<file path="config.mk">
export PLATFORM = sky130hd
export DESIGN_NAME = alu_cmd_sequencer_flat
export DESIGN_NICKNAME = d
export VERILOG_FILES = /design/src/rtl/alu_cmd_sequencer_if.sv /design/src/rtl/alu_cmd_sequencer.sv /design/src/flat_wrapper.sv
export SDC_FILE = /design/constraint.sdc
export NUM_CORES = 1
export LEC_CHECK = 0
export CORE_UTILIZATION = 61
export CTS_CLUSTER_DIAMETER = 30
export DETAILED_ROUTE_END_ITERATION = 10
export DONT_BUFFER_PORTS = 1
export PLACE_DENSITY = 0.77
export SYNTH_ARGS = -nofsm -noshare
export SYNTH_HDL_FRONTEND = slang
export SYNTH_SLANG_ARGS = --single-unit
</file>
<file path="constraint.sdc">
create_clock -name clk -period 1.79 [get_ports clk]
set_clock_uncertainty 0.15 [all_clocks]
set_input_delay 0.358 -clock clk [delete_from_list [all_inputs] [get_ports clk]]
set_output_delay 0.358 -clock clk [all_outputs]
set_load 0.01 [all_outputs]
</file>
<file path="src/rtl/alu_cmd_sequencer_if.sv">
// Command, ALU-drive and response signals of the ALU command sequencer.
// master = command initiator + ALU + response consumer; slave = the sequencer.
interface alu_cmd_sequencer_if;
    logic       cmd_valid;
    logic       cmd_ready;
    logic [7:0] cmd_a;
    logic [7:0] cmd_b;
    logic [3:0] cmd_opcode;

    logic [7:0] alu_a;
    logic [7:0] alu_b;
    logic [3:0] alu_opcode;
    logic [7:0] alu_out;

    logic       rsp_valid;
    logic       rsp_ready;
    logic [7:0] rsp_data;
    logic [3:0] rsp_opcode;

    modport master (
        output cmd_valid, cmd_a, cmd_b, cmd_opcode,
        input  cmd_ready,
        input  alu_a, alu_b, alu_opcode,
        output alu_out,
        input  rsp_valid, rsp_data, rsp_opcode,
        output rsp_ready
    );

    modport slave (
        input  cmd_valid, cmd_a, cmd_b, cmd_opcode,
        output cmd_ready,
        output alu_a, alu_b, alu_opcode,
        input  alu_out,
        output rsp_valid, rsp_data, rsp_opcode,
        input  rsp_ready
    );
endinterface

</file>
<file path="src/rtl/alu_cmd_sequencer.sv">
// Front end for a registered 8-bit ALU: accepts one command, waits out the ALU
// pipeline, captures ALU_Out and presents it on a valid/ready response port.
//
// state  | meaning
// S_IDLE | ready for a command, ALU operands hold their last values
// S_WAIT | operands applied, counting down the ALU pipeline latency
// S_RESP | result held on rsp_* until the consumer takes it
module alu_cmd_sequencer #(
    parameter int ALU_LATENCY = 1,
    parameter int CNT_W       = 16
) (
    input  logic                 clk,
    input  logic                 rst,
    alu_cmd_sequencer_if.slave   bus,
    output logic [CNT_W-1:0]     op_count
);

    localparam int WAIT_W = (ALU_LATENCY > 0) ? $clog2(ALU_LATENCY + 1) : 1;

    typedef enum logic [1:0] {
        S_IDLE = 2'd0,
        S_WAIT = 2'd1,
        S_RESP = 2'd2
    } state_t;

    state_t             state_q,      state_d;
    logic [WAIT_W-1:0]  wait_cnt_q,   wait_cnt_d;
    logic               cmd_ready_q,  cmd_ready_d;
    logic [7:0]         alu_a_q,      alu_a_d;
    logic [7:0]         alu_b_q,      alu_b_d;
    logic [3:0]         alu_opcode_q, alu_opcode_d;
    logic               rsp_valid_q,  rsp_valid_d;
    logic [7:0]         rsp_data_q,   rsp_data_d;
    logic [3:0]         rsp_opcode_q, rsp_opcode_d;
    logic [CNT_W-1:0]   op_count_q,   op_count_d;

    always_ff @(posedge clk or posedge rst) begin
        if (rst) begin
            state_q      <= S_IDLE;
            wait_cnt_q   <= '0;
            cmd_ready_q  <= 1'b0;
            alu_a_q      <= '0;
            alu_b_q      <= '0;
            alu_opcode_q <= '0;
            rsp_valid_q  <= 1'b0;
            rsp_data_q   <= '0;
            rsp_opcode_q <= '0;
            op_count_q   <= '0;
        end else begin
            state_q      <= state_d;
            wait_cnt_q   <= wait_cnt_d;
            cmd_ready_q  <= cmd_ready_d;
            alu_a_q      <= alu_a_d;
            alu_b_q      <= alu_b_d;
            alu_opcode_q <= alu_opcode_d;
            rsp_valid_q  <= rsp_valid_d;
            rsp_data_q   <= rsp_data_d;
            rsp_opcode_q <= rsp_opcode_d;
            op_count_q   <= op_count_d;
        end
    end

    always_comb begin
        state_d      = state_q;
        wait_cnt_d   = wait_cnt_q;
        alu_a_d      = alu_a_q;
        alu_b_d      = alu_b_q;
        alu_opcode_d = alu_opcode_q;
        rsp_valid_d  = rsp_valid_q;
        rsp_data_d   = rsp_data_q;
        rsp_opcode_d = rsp_opcode_q;
        op_count_d   = op_count_q;

        case (state_q)
            S_IDLE: begin
                // cmd_ready_q is low only on the first cycle out of reset
                if (bus.cmd_valid && cmd_ready_q) begin
                    alu_a_d      = bus.cmd_a;
                    alu_b_d      = bus.cmd_b;
                    alu_opcode_d = bus.cmd_opcode;
                    rsp_opcode_d = bus.cmd_opcode;
                    wait_cnt_d   = WAIT_W'(ALU_LATENCY);
                    state_d      = S_WAIT;
                end
            end
            S_WAIT: begin
                if (wait_cnt_q == '0) begin
                    rsp_data_d  = bus.alu_out;
                    rsp_valid_d = 1'b1;
                    state_d     = S_RESP;
                end else begin
                    wait_cnt_d = wait_cnt_q - WAIT_W'(1);
                end
            end
            S_RESP: begin
                if (bus.rsp_ready) begin
                    rsp_valid_d = 1'b0;
                    op_count_d  = op_count_q + CNT_W'(1);
                    state_d     = S_IDLE;
                end
            end
            default: begin
                state_d     = S_IDLE;
                rsp_valid_d = 1'b0;
            end
        endcase

        // Registered ready that tracks the next state keeps it disjoint from rsp_valid
        cmd_ready_d = (state_d == S_IDLE);
    end

    assign bus.cmd_ready  = cmd_ready_q;
    assign bus.alu_a      = alu_a_q;
    assign bus.alu_b      = alu_b_q;
    assign bus.alu_opcode = alu_opcode_q;
    assign bus.rsp_valid  = rsp_valid_q;
    assign bus.rsp_data   = rsp_data_q;
    assign bus.rsp_opcode = rsp_opcode_q;
    assign op_count       = op_count_q;

endmodule
</file>
<file path="src/flat_wrapper.sv">
// flat-port wrapper written by rule: the top's interface ports become plain ports
module alu_cmd_sequencer_flat 
#(
    parameter int ALU_LATENCY = 1,
    parameter int CNT_W       = 16
)
  (clk, rst, op_count, bus_cmd_valid, bus_cmd_a, bus_cmd_b, bus_cmd_opcode, bus_cmd_ready, bus_alu_a, bus_alu_b, bus_alu_opcode, bus_alu_out, bus_rsp_valid, bus_rsp_data, bus_rsp_opcode, bus_rsp_ready);
  alu_cmd_sequencer_if bus_i ();
  input  logic clk;
  input  logic rst;
  output logic [CNT_W-1:0] op_count;
  input wire logic [$bits(bus_i.cmd_valid)-1:0] bus_cmd_valid;
  input wire logic [$bits(bus_i.cmd_a)-1:0] bus_cmd_a;
  input wire logic [$bits(bus_i.cmd_b)-1:0] bus_cmd_b;
  input wire logic [$bits(bus_i.cmd_opcode)-1:0] bus_cmd_opcode;
  output wire logic [$bits(bus_i.cmd_ready)-1:0] bus_cmd_ready;
  output wire logic [$bits(bus_i.alu_a)-1:0] bus_alu_a;
  output wire logic [$bits(bus_i.alu_b)-1:0] bus_alu_b;
  output wire logic [$bits(bus_i.alu_opcode)-1:0] bus_alu_opcode;
  input wire logic [$bits(bus_i.alu_out)-1:0] bus_alu_out;
  output wire logic [$bits(bus_i.rsp_valid)-1:0] bus_rsp_valid;
  output wire logic [$bits(bus_i.rsp_data)-1:0] bus_rsp_data;
  output wire logic [$bits(bus_i.rsp_opcode)-1:0] bus_rsp_opcode;
  input wire logic [$bits(bus_i.rsp_ready)-1:0] bus_rsp_ready;
  assign bus_i.cmd_valid = bus_cmd_valid;
  assign bus_i.cmd_a = bus_cmd_a;
  assign bus_i.cmd_b = bus_cmd_b;
  assign bus_i.cmd_opcode = bus_cmd_opcode;
  assign bus_cmd_ready = bus_i.cmd_ready;
  assign bus_alu_a = bus_i.alu_a;
  assign bus_alu_b = bus_i.alu_b;
  assign bus_alu_opcode = bus_i.alu_opcode;
  assign bus_i.alu_out = bus_alu_out;
  assign bus_rsp_valid = bus_i.rsp_valid;
  assign bus_rsp_data = bus_i.rsp_data;
  assign bus_rsp_opcode = bus_i.rsp_opcode;
  assign bus_i.rsp_ready = bus_rsp_ready;
  alu_cmd_sequencer #(.ALU_LATENCY(ALU_LATENCY), .CNT_W(CNT_W)) u_core (.clk(clk), .rst(rst), .bus(bus_i), .op_count(op_count));
endmodule
</file>
Word level (Yosys, flattened, before mapping)
Index checks and enable logic that the tools add are counted.
- register bits after elaboration: 49
- input port bits: 32
- output and inout bits: 50
- $add $sub $neg: 2
- equal/unequal tests: 5
- multiplexer cells: 10
- bitwise gates (word level): 2
- reduce and logical (&&, ||, !) cells: 9
- operators by type and width (operator ; number):
    $add 16x1->16 const B ; 1
    $reduce_and 2->1 ; 4
    $mux 2 ; 3
    $pmux 2 s3 ; 1
    $logic_not 2->1 ; 2
    $mux 1 ; 4
    $ne 2x2->1 const B ; 2
    $pmux 1 s3 ; 1
    $reduce_and 3->1 ; 1
    $eq 2x1->1 const B ; 1
    $eq 2x2->1 const B ; 1
    $ne 2x1->1 const B ; 1
    $not 1->1 ; 2
    $pmux 1 s2 ; 1
    $reduce_bool 2->1 ; 1
    $logic_and 1x1->1 ; 1
    $sub 1x1->1 const B ; 1

Depth between registers and ports, before layout
- depth after elaboration: 4
- depth in mapped cells: 5
- depth with buffers taken out: 5

Least setup slack after synthesis
OpenSTA, ideal clock, no wires.
- kind: register to register
- start: register u_core.state_q[1]
- end: register u_core.alu_a_q[0] (netlist: u_core.bus.alu_a[0])
- setup time: 0.128 ns
- data arrival time: 1.305 ns
- required time: 1.512 ns
- slack: 0.207 ns
- stages on the path, launching flop included: 4
- buffers on the path: 1
- clock period less this slack: 1.583 ns
- cell sequence: dfrtp_1 > nor3_2 > buf_2 > mux2_1
- longest elaborated chain between the ends: 2
- ends and longest elaborated chain (item ; RTL line ; text):
    from (decl) ; alu_cmd_sequencer.sv:26 ; state_t state_q, state_d;
    from (signal assigned) ; alu_cmd_sequencer.sv:50 ; state_q <= state_d;
    $logic_not 2->1 ; alu_cmd_sequencer.sv:74 ; case (state_q)
    $reduce_and 2->1 (no line) ; -- ;
    to (signal assigned) ; alu_cmd_sequencer.sv:53 ; alu_a_q <= alu_a_d;
    to (decl) ; alu_cmd_sequencer.sv:29 ; logic [7:0] alu_a_q, alu_a_d;
Every way passes these cells.
A chain may end at the register's enable or synchronous reset.

Worst setup path in the final report
- start: register u_core.state_q[0]
- end: register u_core.op_count_q[6] (netlist: u_core.op_count[6])
- longest elaborated chain between the ends: 2
- ends and longest elaborated chain (item ; RTL line ; text):
    $eq 2x2->1 ; alu_cmd_sequencer.sv:74 ;
    $reduce_and 2->1 (no line) ; -- ;
    to (signal assigned) ; alu_cmd_sequencer.sv:59 ; op_count_q <= op_count_d;
    to (decl) ; alu_cmd_sequencer.sv:35 ; logic [CNT_W-1:0] op_count_q, op_count_d;
Every way passes these cells.

==> metrics.md <==
| Metric | Value |
|---|---|
| Status | completed |
| Worst reg2reg setup slack | 160 ps |
| Post-route setup TNS | 0 ps |
| Path type of the worst setup path | register to register |
| Top delay family on crit path | simple AND/OR/NAND/NOR gates |
| Die Footprint | 3480 sq um |
| Critical Path RT | 1920 ps |
| Crit-path cells | nand4b_1 > nor2_2 > and3_1 > xor2_1 |
| Vias | 1178 |
| H-Tree Depth | 2 |
| Vias in the first global route | 1215 |
| Routed Antenna Nets | 0 |
| Seq/Total Area, Yosys | 61.8% |
| Synth Warn # | 0 |
| GPL Wtd Cong | 0.626 |
| Post-CTS Setup Inserts | 0 |
| Root Driver | clkbuf_4 |
| Core Rows | 20 |
| Mux cell area share after synthesis | 16.5% |
| CP Launch Type | register |
| Tcrit/Tclk final | 90.9% |
| Critical path startpoint | u_core.state_q[0] |
| Met1 WL | 1.32 mm |
| Setup WS post-layout | 163 ps |
| Compound-Gate Fraction of Synth Area | 1.39% |
| Die height | 59.0 um |
| P_leak | 1.09 nW |
| CTS tree | done |
| Tightest Pin Transition | 433 ps |
| Final wirelength | 3.56 mm |
| Hold Vio Cnt, Final | 0 |
| Clock slew at reported path FFs | 120 ps |
| Post-Synth Simple-Gate Area | 10.7% |
| Unique masters post-synth | 29 |
| Final min period | 1630 ps |
| DR WL met2 | 1.90 mm |
| Synth Instances | 136 |
| Core area | 3080 sq um |
| Total Nets Final | 203 |
| Worst setup path end | u_core.op_count[6] |
| Clock Sinks | 49 |
| PwrDens | 1390 nW/um^2 |
| Fraction of layout cells with a size suffix above 1 | 14.0% |
| Worst Path Buf+Inv | 0 |
| Synthesized Nets | 169 |
| Worst-Skew Late Latency | 350 ps |
| Syn Area/Cell | 14.6 sq um |
| Post-synthesis adder-cell area fraction | 0.631% |
| Initial DRC Count | 47 |
| Seq cells post-synth | 49 |
| Post-synthesis xor/xnor area fraction | 6.62% |
| Multi-input gate area | 717 sq um |
| CP Capture Type | register |
| Setup-failing EPs final | 0 |
| CTS Buf Count | 5 |
| DP Worst Slack | 177 ps |
| Largest net degree at the start of global routing | 30 |
| Top Ports | 82 |
| Fillcell total | 202 |
| Worst rel slew slack | 71.1% |
| DR top layer | met4 |
| Unrepaired setup endpoints after global routing | no |
| CP arrival | 1760 ps |
| Gr usage total | 22.5% |
| Starting Density | 64.4% |
| Total Power | 3.32 mW |
| Total global routing overflow | 0 |
| R2r worst-path depth | 4 |
| Fmax | 615 MHz |
| Die Width | 59.0 um |
| Worst R2R Start | u_core.state_q[0] |
| TritonRoute pass-1 iters | 4 |
| CTS Buffer Depth | 2 |
| Hold WC Path Type | input port to register |
| Crit Path Max Fanout | 7 |
| CP Depth | 4 |
| Largest family of logic cells by synthesized area | multiplexers |
| Worst vdd ir | 1.09 mV |
| Initial antenna violation count | 0 |
| First-pass GRT wire length | 5.52 mm |
| Reg area | 1230 sq um |
| PortBufs | 0 |
| Avg Vias per Cell | 5.48 |
| Reg2reg end | u_core.op_count[6] |
| Cell area after synthesis | 1980 sq um |
| Post-detail-place hpwl | 2.35 mm |
| Metal3 WL | 282 um |
| Antenna cells | 0 |
| Slew Viols, Final | 0 |
| Slowest cell on crit path | dfrtp_1 |
| DRC | 0 |
| Maxcap violations | 0 |
| Max stage delay on crit path | 480 ps |
| Area Growth Syn to Fin | 20.7% |
| Avg WL per Cell | 16.5 um |
[placed cells by master (no fill, tap or decap), drive strengths merged, types with 2 or more instances in the layout]
master,netlist,routed
nand3,4,4
clkbuf,0,8
and4,3,3
nand2,7,7
mux2,29,29
dfrtp,49,49
buf,6,5
a21o,3,3
xnor2,11,11
nor3,3,3
and3,2,2
nand4,2,2
dlygate4sd3,0,28
xor2,4,4
nor2,3,3
[layer usage]
layer,up-vias,global-route usage [%]
li1,539,-
met1,578,24.9
met2,55,39.4
met3,6,6.33
met4,0,11.2
met5,-,0
[cells by family (layout without fill, tap and decap cells)]
logic type	count (synthesis)	after routing
flops	49	49
simple gates	31	31
mux	29	29
xor+xnor	15	15
buf+inv	7	42
compound gates	4	4
fa+ha+maj	1	1
[registers in the layout, summed over array words and instances, names as in the netlist]
name,flops
u_core.bus.rsp_data,8
u_core.op_count,16
u_core.bus.cmd_ready,1
u_core.bus.alu_b,8
u_core.bus.rsp_valid,1
u_core.bus.alu_a,8
u_core.wait_cnt_q,1
u_core.bus.rsp_opcode,4
u_core.state_q,2
[how the worst min path moves through the flow]
stage	from	to	slack [ps]	cells past startpoint
after detailed placement	rst	u_core.bus.alu_a[2]	120	1
after global placement	rst	u_core.bus.alu_a[3]	110	1
after CTS	bus_cmd_opcode[1]	u_core.bus.rsp_opcode[1]	0.04	1
final	bus_cmd_opcode[2]	u_core.bus.rsp_opcode[2]	30	1
after global routing	bus_cmd_opcode[2]	u_core.bus.rsp_opcode[2]	7	1
after floorplan	bus_cmd_a[0]	u_core.bus.alu_a[0]	340	1
[layout make-up]
class / instances / area share (%)
clock buffers: 8 / 2.04
inverters: 1 / 0.157
repair buffers: 33 / 14.3
well taps: 44 / 2.30
multi-input cells: 80 / 30.0
flip-flops and latches: 49 / 51.2
[through the flow]
step / std cells / hold slack (ps) / instance area [sq um] / util, %
floorplan: 136 / 343 / 1980 / -
detailed placement: 179 / 117 / 2060 / 67.1
global placement: 179 / 114 / 2060 / 67.1
finish: 215 / 27.0 / 2390 / 77.8
global route: 215 / 6.81 / 2390 / 77.8
CTS: 214 / 0.0350 / 2380 / 77.4
[report_power, final]
group	leakage, nW	internal (mW)	switching, mW
Sequential	0.608	1.53	0.527
Clock	0.0265	0.157	0.294
Combinational	0.451	0.478	0.337
Total	1.09	2.16	1.16
[synth_stat cells]
master / count / area share [%]
dfrtp_1: 49 / 62
mux2_1: 21 / 12
xnor2_1: 11 / 4.9
mux2_2: 8 / 4.5
nand2_1: 7 / 1.3
buf_4: 5 / 1.9
nand3_1: 4 / 1.0
xor2_1: 4 / 1.8
a21o_1: 3 / 1.1
and4_1: 3 / 1.3
and3_1: 2 / 0.63
nand4_1: 2 / 0.63
and2_1: 1 / 0.32
and2b_1: 1 / 0.38
buf_2: 1 / 0.25
ha_1: 1 / 0.63
inv_1: 1 / 0.19
nand2b_1: 1 / 0.32
nand3b_4: 1 / 1.0
nand4b_1: 1 / 0.44
nor2_1: 1 / 0.19
nor2_2: 1 / 0.32
nor2_4: 1 / 0.57
nor3_1: 1 / 0.25
nor3_2: 1 / 0.50
nor3_4: 1 / 0.82
nor3b_1: 1 / 0.38
o21ai_0: 1 / 0.25
or2_1: 1 / 0.32
[worst register-to-register path: stages (launching register included)]
cell and delay (ps):
dfrtp_1 480, nand4b_1 280, nor2_2 300, and3_1 210, xor2_1 140
[repair_timing]
item,CTS,global route
resized for setup,0,0
setup endpoints to repair,0,0
hold buffers,27,1
endpoints found under the hold margin,46,1
Power figures use the tool's default switching activity.
